[src/rtl/reg_access_arbiter.sv]
// Round-robin arbiter that serialises load/set/clear/toggle commands
// from N requesters onto one shared W-bit register.
module reg_access_arbiter #(
  parameter int         N       = 4,
  parameter int         W       = 8,
  parameter logic [W-1:0] RST_VAL = '0
) (
  input  logic           clk,
  input  logic           rst,
  input  logic [N-1:0]   req,
  input  logic [2*N-1:0] op,
  input  logic [N*W-1:0] wdata,
  output logic [N-1:0]   gnt,
  output logic [N-1:0]   ack,
  output logic           busy,
  output logic [W-1:0]   q
);

  localparam int IW = (N > 1) ? $clog2(N) : 1;

  typedef enum logic [1:0] {
    IDLE,
    EXEC,
    DONE
  } state_t;

  state_t        state, state_d;
  logic [IW-1:0] ptr, ptr_d;
  logic [IW-1:0] idx, idx_d;
  logic [1:0]    op_l, op_d;
  logic [W-1:0]  data_l, data_d;
  logic [N-1:0]  gnt_d, ack_d;
  logic          busy_d;
  logic [W-1:0]  q_d;

  logic          found;
  logic [IW-1:0] pick;
  logic [IW:0]   c;
  logic [1:0]    sel_op;
  logic [W-1:0]  sel_data;
  logic [IW-1:0] nxt_ptr;

  // Wrap-around search upward from ptr; c never reaches 2N so one subtract suffices
  always_comb begin
    found = 1'b0;
    pick  = ptr;
    c     = '0;
    for (int k = 0; k < N; k++) begin
      c = {1'b0, ptr} + (IW+1)'(k);
      if (c >= (IW+1)'(N)) c = c - (IW+1)'(N);
      if (!found && req[c[IW-1:0]]) begin
        found = 1'b1;
        pick  = c[IW-1:0];
      end
    end
  end

  always_comb begin
    sel_op   = '0;
    sel_data = '0;
    for (int i = 0; i < N; i++) begin
      if (pick == IW'(i)) begin
        sel_op   = op[2*i +: 2];
        sel_data = wdata[W*i +: W];
      end
    end
  end

  assign nxt_ptr = (idx == IW'(N-1)) ? '0 : idx + 1'b1;

  always_comb begin
    state_d = state;
    ptr_d   = ptr;
    idx_d   = idx;
    op_d    = op_l;
    data_d  = data_l;
    gnt_d   = gnt;
    ack_d   = '0;
    busy_d  = busy;
    q_d     = q;
    unique case (state)
      IDLE: begin
        gnt_d  = '0;
        busy_d = 1'b0;
        if (found) begin
          idx_d   = pick;
          op_d    = sel_op;
          data_d  = sel_data;
          gnt_d   = N'(1) << pick;
          busy_d  = 1'b1;
          state_d = EXEC;
        end
      end
      EXEC: begin
        unique case (op_l)
          2'b00:   q_d = data_l;
          2'b01:   q_d = '1;
          2'b10:   q_d = '0;
          default: q_d = ~q;
        endcase
        state_d = DONE;
      end
      DONE: begin
        ack_d   = gnt;
        ptr_d   = nxt_ptr;
        state_d = IDLE;
      end
      default: state_d = IDLE;
    endcase
  end

  always_ff @(posedge clk or posedge rst) begin
    if (rst) begin
      state  <= IDLE;
      ptr    <= '0;
      idx    <= '0;
      op_l   <= '0;
      data_l <= '0;
      gnt    <= '0;
      ack    <= '0;
      busy   <= 1'b0;
      q      <= RST_VAL;
    end else begin
      state  <= state_d;
      ptr    <= ptr_d;
      idx    <= idx_d;
      op_l   <= op_d;
      data_l <= data_d;
      gnt    <= gnt_d;
      ack    <= ack_d;
      busy   <= busy_d;
      q      <= q_d;
    end
  end

endmodule

[config.mk]
export PLATFORM = sky130hd
export DESIGN_NAME = reg_access_arbiter
export DESIGN_NICKNAME = d
export VERILOG_FILES = /design/src/rtl/reg_access_arbiter.sv
export SDC_FILE = /design/constraint.sdc
export NUM_CORES = 1
export LEC_CHECK = 0
export ABC_AREA = 1
export CAP_MARGIN = 25
export CELL_PAD_IN_SITES_DETAIL_PLACEMENT = 0
export CELL_PAD_IN_SITES_GLOBAL_PLACEMENT = 1
export CORE_MARGIN = 5
export CORE_UTILIZATION = 34
export CTS_BUF_LIST = sky130_fd_sc_hd__clkbuf_2 sky130_fd_sc_hd__clkbuf_4 sky130_fd_sc_hd__clkbuf_8
export CTS_CLUSTER_SIZE = 40
export DETAILED_ROUTE_END_ITERATION = 7
export GPL_ROUTABILITY_DRIVEN = 0
export PLACE_DENSITY = 0.83
export SETUP_SLACK_MARGIN = 0.02
export SLEW_MARGIN = 5
export SYNTH_ARGS = -nofsm -noshare
export SYNTH_HDL_FRONTEND = slang
export SYNTH_SLANG_ARGS = --single-unit
[constraint.sdc]
create_clock -name clk -period 1.99 [get_ports clk]
set_input_delay 0.597 -clock clk [delete_from_list [all_inputs] [get_ports clk]]
set_output_delay 0.597 -clock clk [all_outputs]
set_load 0.02 [all_outputs]
After elaboration in Yosys (flattened, before gate mapping)
Cells that the tools add are included.
{"block": "totals", "ff_bits": 33, "input_bits": 46, "out_inout_bits": 17, "word_cells": 81}
{"block": "classes", "n_addsub": 8, "order_cmp": 8, "eq_ne": 9, "shift": 1, "n_mux": 35, "n_bitwise": 1, "n_reduce_logical": 10}
{"operator": "8-bit 2-to-1 mux", "n": 4}
{"operator": "2-bit 2-to-1 mux", "n": 14}
{"operator": "8-bit one-hot mux with 3 select lines", "n": 1}
{"operator": "2-bit by 3-bit < comparator with 1-bit output (second input constant)", "n": 4}
{"operator": "2-bit == test (second input constant)", "n": 5}
{"operator": "3-bit >= comparator (second input constant)", "n": 3}
{"operator": "1-bit 2-to-1 mux", "n": 9}
{"operator": "1-bit binary-select mux with 2-bit select", "n": 4}
{"operator": "4-bit 2-to-1 mux", "n": 2}
{"operator": "8-bit inverter", "n": 1}
{"operator": "2-bit by 1-bit subtractor with 2-bit output (second input constant)", "n": 4}
{"operator": "2-bit by 2-bit adder with 3-bit output (second input constant)", "n": 2}
{"operator": "2-bit by 1-bit == test with 1-bit output (second input constant)", "n": 3}
{"operator": "2-bit zero test", "n": 3}
{"operator": "2-bit one-hot mux with 2 select lines", "n": 1}
{"operator": "1-bit by 2-bit left shift with 4-bit output (first input constant)", "n": 1}
{"operator": "2-bit by 1-bit adder with 3-bit output (second input constant)", "n": 1}
{"operator": "2-bit by 3-bit >= comparator with 1-bit output (second input constant)", "n": 1}
{"operator": "1-bit logical AND", "n": 3}
{"operator": "1-bit zero test", "n": 3}
{"operator": "2-bit by 1-bit adder with 2-bit output (second input constant)", "n": 1}
{"operator": "2-bit inequality test (second input constant)", "n": 1}
{"operator": "2-bit AND reduction", "n": 1}

Longest topological paths before layout
Gate-level depths: netlist of the first run.
{"block": "depth", "ltp_word": 19, "depth_mapped": 17, "ltp_nobuf": 15}

Worst setup path before layout of the first run
No wires, ideal clock.
{"block": "synth_timing", "path_kind": "input port to flip-flop", "start": "input req[1]", "end": "register data_l[0]", "setup_ns": 0.118, "t_arrival_ns": 1.707, "required_time_ns": 1.872, "slack_ns": 0.166, "cell_stages": 13, "path_buffers": 1, "cell_sequence": "inv_1 > nand2_1 > nand3_1 > nand2_1 > nor2_4 > nand4_1 > nand2_2 > buf_6 > inv_2 > nor2_4 > nand2_1 > nand3_1 > nand2_1"}
{"block": "synth_via", "elab_chain_cells": 17, "elab_cells_between_ends": 31, "classes_between": "eq/ne (3); mux (20); reduce/logical (8)"}
{"item": "start: declaration", "line": "10", "source": "input logic [N-1:0] req,"}
{"item": "1-bit binary-select mux with 2-bit select", "line": "51", "source": "if (!found && req[c[IW-1:0]]) begin"}
{"item": "1-bit 2-to-1 mux (not written as such)", "line": "51"}
{"item": "1-bit 2-to-1 mux", "line": "51"}
{"item": "1-bit zero test", "line": "51"}
{"item": "1-bit logical AND", "line": "51"}
{"item": "1-bit 2-to-1 mux", "line": "51"}
{"item": "1-bit zero test", "line": "51"}
{"item": "1-bit logical AND", "line": "51"}
{"item": "1-bit 2-to-1 mux", "line": "51"}
{"item": "1-bit zero test", "line": "51"}
{"item": "1-bit logical AND", "line": "51"}
{"item": "2-bit 2-to-1 mux", "line": "51"}
{"item": "2-bit zero test", "line": "62", "source": "if (pick == IW'(i)) begin"}
{"item": "8-bit 2-to-1 mux (4 in series)", "line": "62"}
{"item": "end signal: assignment", "line": "128", "source": "data_l <= data_d;"}
{"item": "end: declaration", "line": "31", "source": "logic [W-1:0] data_l, data_d;"}
Several ways; a longest one is shown, not always the timed one. The select of a mux whose other input is x is not followed.
A chain may end at the register's enable or synchronous reset.

Final worst setup path of the first run
{"block": "layout_timing", "start": "register ptr[0]", "end": "register op_l[1]"}
{"block": "layout_via", "elab_chain_cells": 19, "elab_cells_between_ends": 46, "classes_between": "add/sub (7); order compare (4); eq/ne (3); mux (24); reduce/logical (8)"}
{"item": "start: declaration", "line": "28", "source": "logic [IW-1:0] ptr, ptr_d;"}
{"item": "start signal: assignment", "line": "125", "source": "ptr <= ptr_d;"}
{"item": "branches (longest 19 deep; another with 2-bit by 1-bit adder with 3-bit output)"}
{"item": "end signal: assignment", "line": "127", "source": "op_l <= op_d;"}
{"item": "end: declaration", "line": "30", "source": "logic [1:0] op_l, op_d;"}
Parallel ways; which one is timed is not known. The select of a mux whose other input is x is not followed.

==> results by group, run 1 <==
Run status
  – Status: complete, no violations

Worst setup path
  – Setup crit end kind: flip-flop
  – Worst Setup Start Kind: flip-flop
  – Worst Path Max Fanout: 7
  – Worst Setup SP: ptr[0]
  – FF-to-FF Start: ptr[0]
  – Critical Path RT: around 2200 ps
  – Reg2reg setup slack: ~2.3 ps
  – FF-to-FF End: op_l[1]
  – R2R cell count: 13
  – Critical path class: flip-flop to flip-flop
  – WP data arrival: ~2200 ps

Pwr
  – Internal: around 3.9 mW
  – Clock power frac: 9.3%
  – Psw: approximately 3.2 mW
  – Leakage: about 1.6 nW
  – Cell area power density: 2070 nW/µm²
  – Sw Share: a little under half
  – Sequential fraction of design power: 16.6%
  – Logic pwr share: 74.0%
  – Maximum VDD drop: 0.928 mV

Route
  – Drt initial violations: just over 60
  – Antenna viol nets, final: 0
  – Via count: 2128
  – Drt drc: 0
  – Per-cell routed wire length: 12.8 µm
  – Vias per std cell: roughly 4.6
  – DRT Pass-1 Iters: 6
  – WL final: just under 6000 µm

Clock tree
  – Clk pin slew, worst setup/hold paths: about 70 ps
  – Clock Path Buffers: 2
  – CTS Root Cell: clkbuf_8
  – Clock sink total: 33
  – CTS buffer count: 5
  – Clock latency on the worst-skew pair: between 200 and 300 ps
  – TritonCTS clock tree: done
  – H-tree depth: 2

Place
  – DP HPWL: 4230 µm
  – Placed Instances: 435
  – PortBufs: between 60 and 70
  – Placement Setup Slack: -508 ps

Timing
  – F_max: 503 MHz
  – Relative slew slack: 70.6%
  – Setup TNS: 0 ps
  – Final worst-path cycle share: between 90% and 100%
  – Final Skew: 9.80 ps
  – Final setup fails: 0
  – Fin worst setup slack: 2.35 ps
  – Final min period: 1990 ps
  – Final Hold Viols: 0
  – RSZ-0062 raised after global routing: yes
  – Pins over their slew limit: 0
  – Min Hold Slack: 508 ps
  – Worst-margin pin slew: around 440 ps

Final layout
  – Layout cells sized above 1: approximately 33%
  – Final cell count without fillers: 460
  – Layout Nets: roughly 430
  – Final Core Density: 58.2%
  – N_diodes: 0
  – Area grow syn2layout: 64.5%

GRT
  – Largest net degree at the start of global routing: 34
  – GRT overflow: 0
  – Initial antenna violation count: 0
  – Number of global-route vias before repair: around 2000
  – Total Routing Usage GR: between 10% and 20%
  – First-pass GRT wire length: just under 9000 µm

Logic synthesis
  – Cells after synthesis: about 290
  – Synthesized area per cell: 7.39 µm²
  – Area contributors post-synth: dfrtp_1 (39%), nand2_1 (15%), inv_1 (5.7%)
  – Yosys reg bits: 33
  – Yosys top cell by area: dfrtp_1
  – Yosys Warn Count: 0
  – Synthesized net count: about 330
  – Synth top area share: 39.2%
  – Sequential fraction of the synthesis area: around 39%
  – Synth cell types: 28
  – Post-Syn Area: around 2100 µm²

Floorplan
  – Die width: between 80 and 90 µm
  – I/O pin total: 63
  – Starting Density: between 30% and 40%
  – Die area: around 8000 µm²
  – Area of the core: 5960 µm²
  – Die height: 88.7 µm
  – Std cell rows: 28

Min path
  – Worst Hold Depth: 2
  – Hold Crit Endpoint: busy
  – Hold Path Origin: busy
  – Worst Hold Class: flip-flop to flip-flop

Flow run
  – # Max-Cap Violations: 0
[sequential cells by signal (all words and copies together) (netlist names)]
| signal | cells |
|---|---|
| op_l | 2 |
| ptr | 2 |
| gnt | 4 |
| data_l | 8 |
| q | 8 |
| idx | 2 |
| ack | 4 |
| busy | 1 |
| state | 2 |
[layout make-up]
type,count,area [µm²]
multi-input combinational,197,1210
sequential,33,828
inverter,46,185
tap,75,93.8
clock inverter,1,30.0
timing repair buffer,101,1030
clock buffer,7,90.1
fill,554,2490
[logic make-up after synthesis]
logic type	count (synthesis)	synth area share, %
buffers and inverters	57	12.4
flip-flops	33	39.2
AND/OR/NAND/NOR	142	31.7
AO/OA/AOI/OAI	52	16.2
adder cells (fa/ha/maj)	1	0.594
[worst max path at each step]
stage,cells past startpoint,endpoint,slack [ps]
2_1_floorplan,13,data_l[0],170
3_3_place_gp,12,data_l[1],-480
3_5_place_dp,12,data_l[4],-510
4_1_cts,14,data_l[1],9
5_1_grt,13,op_l[1],-190
6_report,13,op_l[1],2
[layout by cell type (no fill, tap or decap), types with 2 or more instances in the layout]
master,instances
o22ai_1,2
nand2_1,63
dlygate4sd2_1,2
dfrtp_1,31
a21oi_2,4
nand2_8,2
buf_6,8
nand3_4,2
nand3_1,15
clkdlybuf4s50_1,58
o21ai_2,9
inv_2,15
o21ai_1,3
nand2_4,6
dfrtp_2,2
buf_12,4
clkdlybuf4s15_1,2
o21a_1,3
clkbuf_8,6
a21oi_1,13
nor2_4,4
clkbuf_16,2
nand3_2,14
o22a_1,7
nor2_1,17
nand2_2,18
inv_1,28
o21ai_0,8
buf_4,25
nand4_1,3
[critical path: stages, from the launching register on]
cell and delay [ps]:
dfrtp_2 450, buf_6 150, nand2_4 60, nand2_4 70, nand2_4 80, nand2_4 60, nor2_4 110, nand4_1 220
nand2_8 210, clkbuf_16 160, nor2_1 40, a21oi_1 150, nand3_1 90, nand2_1 80
[cells in the mapped netlist]
master and count:
nand2_1 82, dfrtp_1 33, inv_1 32, nand3_1 21, a21oi_1 17, nor2_1 17, inv_2 13, nand3_2 10
o21ai_2 10, o21ai_0 8, o22a_1 7, buf_6 5, nand2_2 5, nand4_1 3, o21a_1 3, o21ai_1 3
buf_4 2, clkbuf_1 2, nor2_4 2, o22ai_1 2, buf_1 1, buf_2 1, clkinv_1 1, ha_1 1
nand2_4 1, nor2_2 1, o221ai_1 1, o31ai_1 1
[stage by stage]
step / area [µm²] / power (mW)
floorplan: 2110 / 3.88
global placement: 2960 / 5.25
detailed placement: 2960 / 5.30
CTS: 3230 / 6.43
global route: 3460 / 7.74
finish: 3460 / 7.18
[per-layer routing]
| metal | GRT usage, % | part of all wire, % |
|---|---|---|
| met5 | 0 | 0 |
| met4 | 4.95 | 1.3 |
| met3 | 2.14 | 4.7 |
| met2 | 22.5 | 48 |
| met1 | 19.9 | 46 |
[power by group through the flow]
stage                     combinational, mW  clock (mW)  sequential [mW]
after floorplan                        2.57           0             1.31
after global placement                 4.07           0             1.19
after detailed placement               4.11           0             1.19
after CTS                              4.55       0.682             1.20
after global routing                   5.79       0.712             1.23
final                                  5.32       0.671             1.19
[repair_timing]
| item | in CTS | in global routing |
|---|---|---|
| endpoints found under the setup margin | 15 | 15 |
| cloned | 1 | 3 |
| gates resized for setup | 34 | 35 |
| hold buffers | 0 | 0 |
| setup buffers | 5 | 8 |
| pin swaps | 18 | 17 |
(Power assumes the default switching activity.)
==> run 2, diff against run 1 <==
--- a/config.mk
+++ b/config.mk
@@ -16,6 +16,7 @@
 export DETAILED_ROUTE_END_ITERATION = 7
 export GPL_ROUTABILITY_DRIVEN = 0
 export PLACE_DENSITY = 0.83
+export REMOVE_ABC_BUFFERS = 1
 export SETUP_SLACK_MARGIN = 0.02
 export SLEW_MARGIN = 5
 export SYNTH_ARGS = -nofsm -noshare
==> run 2 against run 1 <==
The run now ends with negative setup slack left. Wire length up 1.4%. Register-to-register slack worse by 90 ps. Utilization down 2.5 points. Final area down 4.4%. Non-clock buffer count down 4. Clock-buffer cell count unchanged. Clock skew down 2.4 ps. Sequential power about the same. Worst setup slack worse by 90 ps. Critical endpoint is now data_l[2]. Largest cell class unchanged. Highest routed layer unchanged.
==> results by group, run 2 (same netlist as run 1, synthesis figures left out) <==
Clock tree
  – CTS Root Cell: clkbuf_8
  – Clock sink total: 33 (unchanged)
  – Clock Path Buffers: 2 (unchanged)
  – TritonCTS clock tree: done
  – H-tree depth: 2 (unchanged)
  – Clk pin slew, worst setup/hold paths: 70 ps (about the same)
  – Clock latency on the worst-skew pair: 280 ps (about the same)
  – CTS buffer count: 5 (unchanged)

Flow run
  – # Max-Cap Violations: 0 (unchanged)

Timing
  – Min Hold Slack: 507 ps (-0.414 ps)
  – Final setup fails: 9 (+9)
  – RSZ-0062 raised after global routing: yes
  – Pins over their slew limit: 0 (unchanged)
  – Final Skew: 7.37 ps (-2.43 ps)
  – Setup TNS: -415 ps (-415 ps)
  – F_max: 481 MHz (-4.3%)
  – Final worst-path cycle share: 104% (+4.5 points)
  – Worst-margin pin slew: 434 ps (-6.79 ps)
  – Final min period: 2080 ps (+89.6 ps)
  – Final Hold Viols: 0 (unchanged)
  – Fin worst setup slack: -87.3 ps (-89.6 ps)
  – Relative slew slack: 71.0% (+0.42 points)

GRT
  – Largest net degree at the start of global routing: 34 (unchanged)
  – GRT overflow: 0 (unchanged)
  – First-pass GRT wire length: 9330 µm (+4.6%)
  – Initial antenna violation count: 0 (unchanged)
  – Total Routing Usage GR: 15.3% (+0.99 points)
  – Number of global-route vias before repair: 2014 (+0.75%)

Pwr
  – Leakage: 1.57 nW (-3.8%)
  – Cell area power density: 1980 nW/µm² (-4.6%)
  – Psw: 3.06 mW (-5.8%)
  – Internal: 3.49 mW (-11%)
  – Maximum VDD drop: 0.855 mV (-7.8%)
  – Sequential fraction of design power: 18.2% (+1.6 points)
  – Clock power frac: 8.0% (-1.3 points)
  – Logic pwr share: 73.8% (-0.2 points)
  – Sw Share: 46.7% (+1.4 points)

Route
  – Vias per std cell: 4.68 (+1.1%)
  – Antenna viol nets, final: 0 (unchanged)
  – Drt initial violations: 95 (+53%)
  – DRT Pass-1 Iters: 4 (-2)
  – WL final: 5990 µm (+1.4%)
  – Via count: 2124 (-0.19%)
  – Drt drc: 0 (unchanged)
  – Per-cell routed wire length: 13.2 µm (+2.7%)

Place
  – Placement Setup Slack: -659 ps (-151 ps)
  – Placed inst area: 2940 µm² (-0.84%)
  – DP HPWL: 4300 µm (+1.6%)
  – PortBufs: 62 (unchanged)
  – Placed Instances: 435 (unchanged)

Final layout
  – Final cell count without fillers: 454 (-1.3%)
  – Most common cell after layout, fill and taps aside: nand2_1
  – N_diodes: 0 (unchanged)
  – Finished Cell Area: 3310 µm² (-4.4%)
  – Fillers: 585 (+5.6%)
  – Most frequent cells in the layout: nand2_1 (63), clkdlybuf4s50_1 (58), dfrtp_1 (31)
  – Area grow syn2layout: 57.3%
  – Layout Nets: 426 (-1.2%)
  – Layout cells sized above 1: 31.7% (-1.3 points)
  – Top flop regs: data_l: 8 flops, q: 8 flops

Worst setup path
  – Crit path max-delay family: simple AND/OR/NAND/NOR gates
  – Critical path class: input pin to flip-flop
  – Max stage delay cell, worst path: dlygate4sd2_1
  – Critical Path, Cell by Cell: dlygate4sd2_1 > nand2_1 > nand2_2 > nand2_2 > nand2_4 > nor2_4 > nand4_1 > nand3_4 > nand2_8 > buf_6 > nor2_4 > nand2_1 > nand3_1 > nand2_1
  – Crit-path most repeated cell: nand2_1
  – Setup crit end kind: flip-flop
  – Worst Path Max Fanout: 7 (unchanged)
  – CP peak stage delay: 260 ps (-190 ps)
  – Worst Path Buf+Inv: 2 (unchanged)
  – Critical Path RT: 2160 ps (-60 ps)
  – WP data arrival: 2250 ps (+40 ps)
  – Worst Setup Start Kind: input pin

Run status
  – Violated checks: negative setup slack
  – Status: finished with violations

Floorplan
  – Area of the core: 5960 µm² (unchanged)
  – Starting Density: 35.4% (unchanged)
  – Die area: 7870 µm² (unchanged)
  – Std cell rows: 28 (unchanged)
  – I/O pin total: 63 (unchanged)
  – Die width: 88.7 µm (unchanged)
  – Die height: 88.7 µm (unchanged)

Min path
  – Worst Hold Class: flip-flop to flip-flop
[run 2: timing repair]
item                       CTS  global route
buffers inserted             7             4
hold buffers                 0             0
resized for setup           29            31
gates cloned                 2             0
pin swaps                   11            21
setup endpoints to repair   16            16
[run 2: path summary, 6_finish.rpt]
| check | start | endpoint | slack [ps] | cells past startpoint |
|---|---|---|---|---|
| max in group asynchronous | rst | ptr[0] | 950 | 3 |
| worst min-delay path | idx[0] | ptr[0] | 510 | 1 |
| worst max register to register | ptr[0] | data_l[2] | -90 | 14 |
| min in group asynchronous | rst | gnt[3] | 720 | 3 |
| worst max-delay path | req[1] | data_l[2] | -90 | 14 |
| worst min register to register | idx[0] | ptr[0] | 510 | 1 |
[run 2: routing by layer]
layer	vias up	wire, µm	GRT usage (%)
li1	1100	-	-
met1	982	2650	20.1
met2	40	3030	25.4
met3	2	270	2.98
met4	0	34	4.53
met5	-	0	0
[run 2: cell type report]
type	count	area (µm²)	share of cell area, %
inverter	46	181	5.48
tap	75	93.8	2.83
sequential	33	828	25.0
timing repair buffer	97	947	28.6
clock buffer	7	90.1	2.72
multi-input combinational	196	1170	35.4
[run 2: power groups by stage]
| stage | Combinational (mW) | Clock (mW) | Sequential [mW] |
|---|---|---|---|
| floorplan | 2.27 | 0 | 1.33 |
| global placement | 3.96 | 0 | 1.18 |
| detailed placement | 4.01 | 0 | 1.19 |
| CTS | 4.60 | 0.538 | 1.18 |
| global route | 5.33 | 0.565 | 1.23 |
| finish | 4.84 | 0.522 | 1.19 |
[run 2: stage by stage]
| stage | utilization, % | power (mW) |
|---|---|---|
| 2_1_floorplan | - | 3.61 |
| 3_3_place_gp | 49.3 | 5.13 |
| 3_5_place_dp | 49.3 | 5.20 |
| 4_1_cts | 53.6 | 6.32 |
| 5_1_grt | 55.6 | 7.13 |
| 6_report | 55.6 | 6.55 |
[run 2: worst register-to-register path: cells and delay by family, from the launching register on]
kind	cells	cell delay (ps)
AND/OR/NAND/NOR	12	1230
buffers and inverters	2	280
flip-flops	1	460
==> run 3, diff against run 2 <==
--- a/config.mk
+++ b/config.mk
@@ -18,7 +18,7 @@
 export PLACE_DENSITY = 0.83
 export REMOVE_ABC_BUFFERS = 1
 export SETUP_SLACK_MARGIN = 0.02
-export SLEW_MARGIN = 5
+export SLEW_MARGIN = 30
 export SYNTH_ARGS = -nofsm -noshare
 export SYNTH_HDL_FRONTEND = slang
 export SYNTH_SLANG_ARGS = --single-unit
==> constraint.sdc (replaced) <==
create_clock -name clk -period 1.99 [get_ports clk]
set_input_delay 0.597 -clock clk [delete_from_list [all_inputs] [get_ports clk]]
set_output_delay 0.597 -clock clk [all_outputs]
set_load 0.1 [all_outputs]
==> run 3 against run 2 <==
The flow still finishes with violations (negative setup slack). Worst setup slack improved by 62 ps. Largest cell class unchanged. Non-clock buffer count increased by 7. Register-to-register slack improved by 60 ps. Cell count increased by 2.2%. Clock skew decreased by 1.8 ps. Die area unchanged. Critical path depth increased by 2. Critical path type is now flip-flop to flip-flop. Global-route usage decreased by 0.15 points.
==> results by group, run 3 (same netlist as run 1, synthesis figures left out) <==
Clock tree
  – CTS buffer count: 5 (unchanged)
  – Clk pin slew, worst setup/hold paths: 70 ps (about the same)
  – Clock Path Buffers: 2 (unchanged)
  – H-tree depth: 2 (unchanged)
  – Clock latency on the worst-skew pair: 280 ps (about the same)
  – Hold Buf Count CTS: 0 (unchanged)
  – TritonCTS clock tree: done
  – Clock sink total: 33 (unchanged)
  – CTS Root Cell: clkbuf_8

Run status
  – Status: finished with violations
  – Violated checks: negative setup slack

GRT
  – Largest net degree at the start of global routing: 34 (unchanged)
  – Initial antenna violation count: 0 (unchanged)
  – GRT overflow: 0 (unchanged)
  – Total Routing Usage GR: 15.1% (-0.15 points)
  – First-pass GRT wire length: 9330 µm (unchanged)
  – Number of global-route vias before repair: 2044 (+1.5%)

Timing
  – Worst-margin pin slew: 419 ps (-15.5 ps)
  – Final setup fails: 10 (+1)
  – Min Hold Slack: 511 ps (+3.65 ps)
  – Final Skew: 5.54 ps (-1.83 ps)
  – Final worst-path cycle share: 101% (-3.1 points)
  – Relative slew slack: 72.1% (+1.1 points)
  – Setup TNS: -142 ps (+273 ps)
  – F_max: 496 MHz (+3.1%)
  – RSZ-0062 raised after global routing: yes
  – Final min period: 2020 ps (-61.8 ps)
  – Final Hold Viols: 0 (unchanged)
  – Fin worst setup slack: -25.5 ps (+61.8 ps)
  – Pins over their slew limit: 0 (unchanged)

Route
  – Per-cell routed wire length: 12.9 µm (-2.2%)
  – WL final: 5980 µm (about the same)
  – Vias per std cell: 4.74 (+1.3%)
  – Antenna viol nets, final: 0 (unchanged)
  – DRT Pass-1 Iters: 4 (unchanged)
  – Drt initial violations: 122 (+28%)
  – Drt drc: 0 (unchanged)
  – Via count: 2200 (+3.6%)

Place
  – DP HPWL: 4340 µm (+0.76%)
  – PortBufs: 62 (unchanged)
  – Placed inst area: 3120 µm² (+6.0%)

Worst setup path
  – Max stage delay cell, worst path: dfrtp_2
  – WP data arrival: 2220 ps (-30 ps)
  – Crit-path most repeated cell: nand2_4
  – Critical Path, Cell by Cell: buf_6 > nand2_4 > nand2_4 > nand2_4 > nand2_4 > nor2_4 > nand4_1 > nand2_1 > nand2_2 > nand2_4 > buf_12 > buf_12 > nand3_2 > nand2_1 > inv_1 > o21ai_1
  – CP peak stage delay: 480 ps (+220 ps)
  – Critical path class: flip-flop to flip-flop
  – Setup crit end kind: flip-flop
  – Worst Setup Start Kind: flip-flop
  – Critical Path RT: 2200 ps (+40 ps)
  – Worst Path Max Fanout: 8 (+1)

Final layout
  – Layout Nets: 435 (+2.1%)
  – N_diodes: 0 (unchanged)
  – Layout cells sized above 1: 38.3% (+6.6 points)
  – Top flop regs: data_l: 8 flops, q: 8 flops
  – Most frequent cells in the layout: nand2_1 (62), clkdlybuf4s50_1 (41), inv_1 (32)
  – Fillers: 523 (-11%)
  – Most common cell after layout, fill and taps aside: nand2_1
  – Finished Cell Area: 3660 µm² (+11%)
  – Area grow syn2layout: 74.0%

Floorplan
  – Die height: 88.7 µm (unchanged)
  – Die width: 88.7 µm (unchanged)
  – Area of the core: 5960 µm² (unchanged)
  – Die area: 7870 µm² (unchanged)
  – Starting Density: 35.4% (unchanged)
  – Std cell rows: 28 (unchanged)
  – I/O pin total: 63 (unchanged)

Min path
  – Worst Hold Class: flip-flop to flip-flop

Flow run
  – # Max-Cap Violations: 0 (unchanged)
run 3: routing by layer:
layer / vias to the layer above / GRT usage [%] / share of wire [%]
li1: 1120 / - / -
met1: 1027 / 19.5 / 43
met2: 48 / 25.7 / 51
met3: 5 / 2.23 / 4.8
met4: 0 / 5.22 / 0.92
met5: - / 0 / 0
run 3: final cells by class:
class | count | area, µm² | share of cell area, %
clock inverter | 2 | 37.5 | 1.02
timing repair buffer | 104 | 1210 | 33.0
tap | 75 | 93.8 | 2.56
inverter | 46 | 178 | 4.85
clock buffer | 6 | 82.6 | 2.25
sequential | 33 | 828 | 22.6
multi-input combinational | 197 | 1230 | 33.5
timing repair inverter | 1 | 7.51 | 0.205
run 3: what timing repair did:
action                                  4_1_cts  5_1_grt
pin swaps                                    18       28
setup buffers                                 9        7
cloned                                        4        0
gates resized for setup                      28       42
endpoints found under the setup margin       17       16
run 3: through the flow:
| stage | instances | util (%) | setup WS [ps] |
|---|---|---|---|
| floorplan | 274 | - | -213 |
| global placement | 436 | 52.3 | -591 |
| detailed placement | 436 | 52.3 | -661 |
| CTS | 457 | 58.0 | -63.3 |
| global route | 464 | 61.5 | -150 |
| finish | 464 | 61.5 | -25.5 |
run 3: worst paths after layout:
kind,to,slack [ps],start,cells past startpoint
worst max register to register,data_l[6],-30,ptr[0],16
min in group asynchronous,ack[1],720,rst,3
worst min-delay path,ptr[0],510,idx[0],1
worst max-delay path,data_l[6],-30,ptr[0],16
max in group asynchronous,ptr[0],950,rst,3
worst min register to register,ptr[0],510,idx[0],1
run 3: worst max-delay path, delay by kind of cell, from the launching register on:
kind	cells	cell delay, ps
buf+inv	4	440
flops	1	480
compound gates	1	50
simple gates	11	940
Power of run 3 is not shown: default switching activity piles up to over one toggle a cycle in this logic, so the estimate is an artifact.
